--- src/rtl/stack_mem_ctrl.sv ---
// Stack controller for the 128x8 single-port data RAM: turns push/pop/peek/clear
// commands into RAM cycles and keeps the stack pointer and occupancy count.
module stack_mem_ctrl #(
  parameter int unsigned       ADDR_W    = 7,
  parameter int unsigned       DATA_W    = 8,
  parameter logic [ADDR_W-1:0] BASE_ADDR = 7'h7F
) (
  input  logic              clock,
  input  logic              reset,
  input  logic              cmd_valid,
  output logic              cmd_ready,
  input  logic [1:0]        cmd_op,
  input  logic [DATA_W-1:0] cmd_data,
  output logic              rsp_valid,
  output logic [DATA_W-1:0] rsp_data,
  output logic              rsp_err,
  output logic              mem_cs,
  output logic              mem_we,
  output logic [ADDR_W-1:0] mem_addr,
  output logic [DATA_W-1:0] mem_wdata,
  input  logic [DATA_W-1:0] mem_rdata,
  output logic [ADDR_W-1:0] sp,
  output logic [ADDR_W:0]   count,
  output logic              empty,
  output logic              full
);

  typedef enum logic [1:0] {IDLE, WRITE, READ, RESP} state_t;
  typedef enum logic [1:0] {
    OP_PUSH  = 2'b00,
    OP_POP   = 2'b01,
    OP_PEEK  = 2'b10,
    OP_CLEAR = 2'b11
  } op_t;

  localparam logic [ADDR_W:0] CAPACITY = {1'b1, {ADDR_W{1'b0}}};

  state_t            state, state_nxt;
  op_t               cmd_op_e;
  op_t               op_q;
  logic [DATA_W-1:0] data_q;
  logic [ADDR_W-1:0] sp_q;
  logic [ADDR_W:0]   count_q;
  logic              is_full, is_empty, cmd_err;

  assign cmd_op_e = op_t'(cmd_op);
  assign is_full  = (count_q == CAPACITY);
  assign is_empty = (count_q == '0);

  // Full/empty come from the occupancy count only; sp wraps and cannot tell them apart.
  always_comb begin
    cmd_err = 1'b0;
    unique case (cmd_op_e)
      OP_PUSH:         cmd_err = is_full;
      OP_POP, OP_PEEK: cmd_err = is_empty;
      default:         cmd_err = 1'b0;
    endcase
  end

  always_ff @(posedge clock) begin
    if (reset) state <= IDLE;
    else       state <= state_nxt;
  end

  always_comb begin
    state_nxt = state;
    unique case (state)
      IDLE: begin
        if (cmd_valid) begin
          if (cmd_err || cmd_op_e == OP_CLEAR) state_nxt = RESP;
          else if (cmd_op_e == OP_PUSH)        state_nxt = WRITE;
          else                                 state_nxt = READ;
        end
      end
      WRITE, READ: state_nxt = RESP;
      RESP:        state_nxt = IDLE;
      default:     state_nxt = IDLE;
    endcase
  end

  always_comb begin
    cmd_ready = (state == IDLE);
    rsp_valid = (state == RESP);
    mem_cs    = (state == WRITE) || (state == READ);
    mem_we    = (state == WRITE);
  end

  // mem_addr/mem_wdata load only when a RAM cycle follows, so they stay quiet while cs is low.
  always_ff @(posedge clock) begin
    if (reset) begin
      sp_q      <= BASE_ADDR;
      count_q   <= '0;
      op_q      <= OP_PUSH;
      data_q    <= '0;
      rsp_data  <= '0;
      rsp_err   <= 1'b0;
      mem_addr  <= '0;
      mem_wdata <= '0;
    end else begin
      unique case (state)
        IDLE: begin
          if (cmd_valid) begin
            op_q   <= cmd_op_e;
            data_q <= cmd_data;
            if (cmd_err) begin
              rsp_err  <= 1'b1;
              rsp_data <= '0;
            end else begin
              unique case (cmd_op_e)
                OP_CLEAR: begin
                  sp_q     <= BASE_ADDR;
                  count_q  <= '0;
                  rsp_err  <= 1'b0;
                  rsp_data <= '0;
                end
                OP_PUSH: begin
                  mem_addr  <= sp_q;
                  mem_wdata <= cmd_data;
                end
                default: mem_addr <= sp_q + ADDR_W'(1);
              endcase
            end
          end
        end
        WRITE: begin
          sp_q     <= sp_q - ADDR_W'(1);
          count_q  <= count_q + (ADDR_W+1)'(1);
          rsp_data <= data_q;
          rsp_err  <= 1'b0;
        end
        READ: begin
          rsp_data <= mem_rdata;
          rsp_err  <= 1'b0;
          if (op_q == OP_POP) begin
            sp_q    <= sp_q + ADDR_W'(1);
            count_q <= count_q - (ADDR_W+1)'(1);
          end
        end
        default: ;
      endcase
    end
  end

  assign sp    = sp_q;
  assign count = count_q;
  assign empty = is_empty;
  assign full  = is_full;

endmodule
--- config.mk ---
export PLATFORM = sky130hd
export DESIGN_NAME = stack_mem_ctrl
export DESIGN_NICKNAME = d
export VERILOG_FILES = /design/src/rtl/stack_mem_ctrl.sv
export SDC_FILE = /design/constraint.sdc
export NUM_CORES = 1
export LEC_CHECK = 0
export ABC_AREA = 0
export BUFFER_PORTS_ARGS = -buffer_cell sky130_fd_sc_hd__buf_2
export CORE_UTILIZATION = 49
export CTS_CLUSTER_DIAMETER = 60
export DETAILED_ROUTE_END_ITERATION = 16
export PLACE_DENSITY = 0.73
export SETUP_SLACK_MARGIN = 0.2
export SLEW_MARGIN = 0
export SYNTH_ARGS = -nofsm -noshare
export SYNTH_HDL_FRONTEND = slang
export SYNTH_SLANG_ARGS = --single-unit
--- constraint.sdc ---
create_clock -name clock -period 2.9 [get_ports clock]
set_input_delay 0.29 -clock clock [delete_from_list [all_inputs] [get_ports clock]]
set_output_delay 0.29 -clock clock [all_outputs]
set_load 0.05 [all_outputs]
Word-level counts from Yosys, hierarchy flattened
Cells that the tools add are included.
Storage, ports and cells
  register bits after elaboration: 51
  bits in latches: 0
  RAM bits: 0
  bits in read-only memories: 0
  input bits: 21
  logic and storage cells: 66
  memories kept: 0
Operators by class
  $add $sub $neg: 4
  $mul: 0
  div/mod/pow operators: 0
  order comparisons: 0
  eq/ne operators: 13
  shift-type cells: 0
  multiplexer cells: 23
  bitwise logic cells: 2
  reductions and logical operators: 15
Operators by type and width (number)
  $mux 8: 6
  $pmux 8 s3: 2
  $mux 7: 4
  $pmux 7 s3: 1
  $pmux 7 s2: 1
  $add 8x1->8 const B: 1
  $eq 2x2->1 const B: 4
  $eq 8x8->1 const B: 1
  $logic_not 8->1: 1
  $reduce_and 4->1: 2
  $sub 8x1->8 const B: 1
  $add 7x1->7 const B: 1
  $sub 7x1->7 const B: 1
  $eq 2x1->1 const B: 3
  $mux 2: 3
  $pmux 2 s3: 1
  $reduce_and 3->1: 2
  $reduce_and 5->1: 1
  $logic_not 2->1: 2
  $ne 2x1->1 const B: 2
  $ne 2x2->1 const B: 2
  $pmux 1 s2: 2
  $reduce_or 2->1: 2
  $mux 1: 3
  other kinds (6): 8

Logic depth before layout (Yosys ltp)
  depth after elaboration: 7
  gate-level depth with buffers: 12

Worst setup path after synthesis
OpenSTA, ideal clock, no wires.
  kind: register to register
  from: register state[0]
  to: register count_q[4], in the netlist count[4]
  setup time: 122 ps
  data arrival time: 2684 ps
  path slack: 94 ps
  cell stages (with the launch flop): 13
  path buffers: 3
  period minus slack after synthesis: 2806 ps
  cell sequence: dfxtp_1 > inv_1 > ha_1 > buf_6 > clkbuf_1 > buf_2 > xor2_1 > ha_1 > a21boi_0 > o211a_1 > o21ai_0 > and3_1 > a311o_1
On the way
  word-level cells in the longest chain between the ends: 3
  elaborated cells between the ends (all ways): 10
Ends and longest elaborated chain
  start, declared: line 38  | state_t state, state_nxt;
  start signal, assigned: line 62  | else state <= state_nxt;
  $eq 2x2->1 (tied with other cells): line 100  | unique case (state)
  $ne 2x1->1 (no line) (tied with other cells)
  $reduce_and 5->1 (no line)
  end signal, assigned: line 127  | count_q <= count_q + (ADDR_W+1)'(1);
  end signal, assigned: line 136  | count_q <= count_q - (ADDR_W+1)'(1);
  end, declared: line 43  | logic [ADDR_W:0] count_q;
Parallel ways exist; a longest one is shown, timed or not.
A chain may end at the register's enable or synchronous reset.

Final worst setup path
  from: register state[0]
  to: register count_q[7], in the netlist count[7]
Same word-level chain as after synthesis.

==> results.toml <==
[hold_path]
holdPathStages = 3
hold_path_class = "input pin to flip-flop"
hp-start = "cmd_data[0]"
holdPathEnd = "data_q[0]"

[yosys]
yosysUniqueCellTypes = 59
syn_area_per_cell_um2 = 8.33
synth_area_mm2 = 0.00291
yosysSeqAreaShare_pct = 35.1
synth_top_area_cell = "dfxtp_1"
synth_ff_type = "dfxtp_1"
synth_edf_count = 0
synth_area_leaders = "dfxtp_1 (35%), nand2_1 (6.1%), ha_1 (6.0%)"
syn_nets = 384
synth_warnings = 0
ys_seq_elements = 51
ys_async_sr_fraction_pct = 0
syn_inst = 349
synth.top_cell.area_share_pct = 35.1

[place]
dp_hpwl_um = 5130
port-buffer-count = 65
place.gp.congestion = 0.841

[power_and_ir_drop]
powerDensity_mw_per_mm2 = 1210
peakVddDrop_mv = 1.06
leakagePower_nw = 1.45

[timing]
setup_violations = 0
fmax_mhz = 408
finalCriticalPeriod_ns = 2.45
final_hold_viol_count = 0
clock_skew_ns = 0.0117
finalCritPeriodShare_pct = 84.5
worstMarginPinSlew_ns = 0.681
drv_slew = 0
tns_ns = 0
rsz0062_at_grt = "no"
maxSlewHeadroom_pct = 54.6

[worst_setup_path]
r2r_end = "count[7]"
end_kind = "flip-flop"
r2r-start = "state[0]"
arrival_ns = 2.69
cp-start-kind = "flip-flop"
critPathMaxFanout = 13
crit_required_ns = 3.14
r2r_slack_ns = 0.45
reg2reg_depth = 8
path_class = "flip-flop to flip-flop"

[die]
core_mm2 = 0.00561
io-pin-count = 66
dieHeight_um = 79.0
die-width_um = 79.0
rows = 27
initial_core_util_pct = 51.9
dieArea_mm2 = 0.00625

[detailed_routing]
drt_iter0_drc = 132
wl_per_cell_um = 14.8
drc = 0
viasPerCell = 5.78
totalWireLength_um = 7020
ant_nets = 0
first_pass_iters = 4
vias = 2734

[clock_tree]
cts_tree = "done"
clock_latency_ns = 0.30
cts-root-buf = "clkbuf_8"
cts_max_level = 2
cts_num_sinks = 51
numCtsBuffers = 5
cts_buffer_depth = 2
path_clk_slew_ns = 0.10

[layout]
area_delta_synth_final_pct = 15.4
nets = 436
final_util_pct = 59.8
n_antenna_cell = 0
drive_above_1_share_pct = 21.9
fill_cells = 544

[global_route]
grt_pass1_vias = 2508
grt_max_degree = 32
antenna_found_initial = 0
grt_pass1_wl_um = 11700
grt_util_all_layers_pct = 23.7
grt_overflow_total = 0

[run]
maxCapViolCount = 0

[outcome]
status = "complete, no violations"
[cell usage after synthesis (all sizes together), types with 3 or more instances]
cell type and n:
dfxtp 51, a221o 5, a2bb2oi 3, or4 3, mux2i 14, nor3 4, nand2 48, and3 4
a22o 8, o21ai 10, xor2 4, buf 13, a211oi 8, o211ai 4, xnor2 7, a21oi 29
nor2 29, nor2b 3, clkbuf 14, inv 10, nand3 18, nor4 3, ha 14, a31oi 3
o221ai 3
[routing by layer]
layer	GRT usage [%]	part of all wire, %	vias up
met4	4.73	0.91	0
met2	38.8	46	72
met3	4.48	3.6	4
met5	0	0	-
li1	-	-	1360
met1	32.4	49	1298
[cell families (layout without fill, tap and decap cells)]
| kind of cell | after synthesis | in the layout | share of synthesized area, % |
|---|---|---|---|
| simple gates | 127 | 127 | 20.9 |
| compound gates | 93 | 93 | 23.2 |
| flops | 51 | 51 | 35.1 |
| buf+inv | 38 | 90 | 6.24 |
| mux | 15 | 15 | 5.21 |
| fa+ha+maj | 14 | 14 | 6.02 |
| xor+xnor | 11 | 11 | 3.31 |
[how the worst max path moves through the flow]
| stage | startpoint | to | slack [ns] | cells past startpoint |
|---|---|---|---|---|
| finish | state[0] | count[7] | 0.45 | 8 |
| detailed placement | state[0] | count[7] | 0.44 | 8 |
| floorplan | state[0] | count[4] | 0.27 | 12 |
| global route | state[0] | count[7] | 0.26 | 8 |
| CTS | state[0] | count[7] | 0.40 | 8 |
| global placement | state[0] | count[7] | 0.53 | 8 |
[where the power goes]
part | leakage, nW | internal (mW) | switching [mW]
clock | 0.0502 | 0.253 | 0.242
combinational | 0.981 | 0.813 | 1.68
sequential | 0.416 | 0.865 | 0.200
[worst max-delay path, cell delays in order, from the launching register on]
cell	delay (ns)
dfxtp_1	0.41
inv_1	0.15
ha_4	0.24
ha_1	0.35
a21oi_1	0.24
mux2i_1	0.22
o221ai_1	0.14
or4_1	0.48
a31oi_1	0.16
[layout by cell type (no fill, tap or decap), types with 7 or more instances in the layout]
master,count
inv_1,10
a21oi_1,29
dfxtp_1,51
a211oi_1,8
nand3_1,18
o21ai_0,10
buf_4,7
nor2_1,29
mux2i_1,14
xnor2_1,7
ha_1,13
nand2_1,47
a22o_1,8
buf_2,65
[what timing repair did]
item                                    in CTS  in global routing
endpoints found under the hold margin        0                  0
endpoints found under the setup margin       0                  1
hold buffers                                 0                  0
gates resized for setup                      0                  1
setup buffers                                0                  0
[state kept, by name (all words and copies together), names as in the netlist]
name       cells
count          8
data_q         8
mem_addr       7
mem_wdata      8
op_q           2
rsp_data       8
rsp_err        1
sp             7
state          2
[through the flow]
step	worst slack [ns]	instances	instance area, µm²	hold WS, ns	power, mW
floorplan	0.271	349	2910	0.426	3.06
global placement	0.534	466	3240	0.439	3.51
detailed placement	0.436	466	3240	0.445	3.55
CTS	0.401	473	3340	0.233	4.04
global route	0.264	473	3350	0.245	4.36
finish	0.448	473	3350	0.242	4.05
[layout make-up]
cell class / instances / area (µm²) / area share, %
tap: 72 / 90.1 / 2.69
clock inverter: 2 / 37.5 / 1.12
multi-input combinational: 260 / 1720 / 51.2
sequential: 51 / 1020 / 30.4
inverter: 11 / 41.3 / 1.23
timing repair buffer: 72 / 378 / 11.3
clock buffer: 5 / 68.8 / 2.05
No activity file was read; power rests on OpenSTA's default activity.
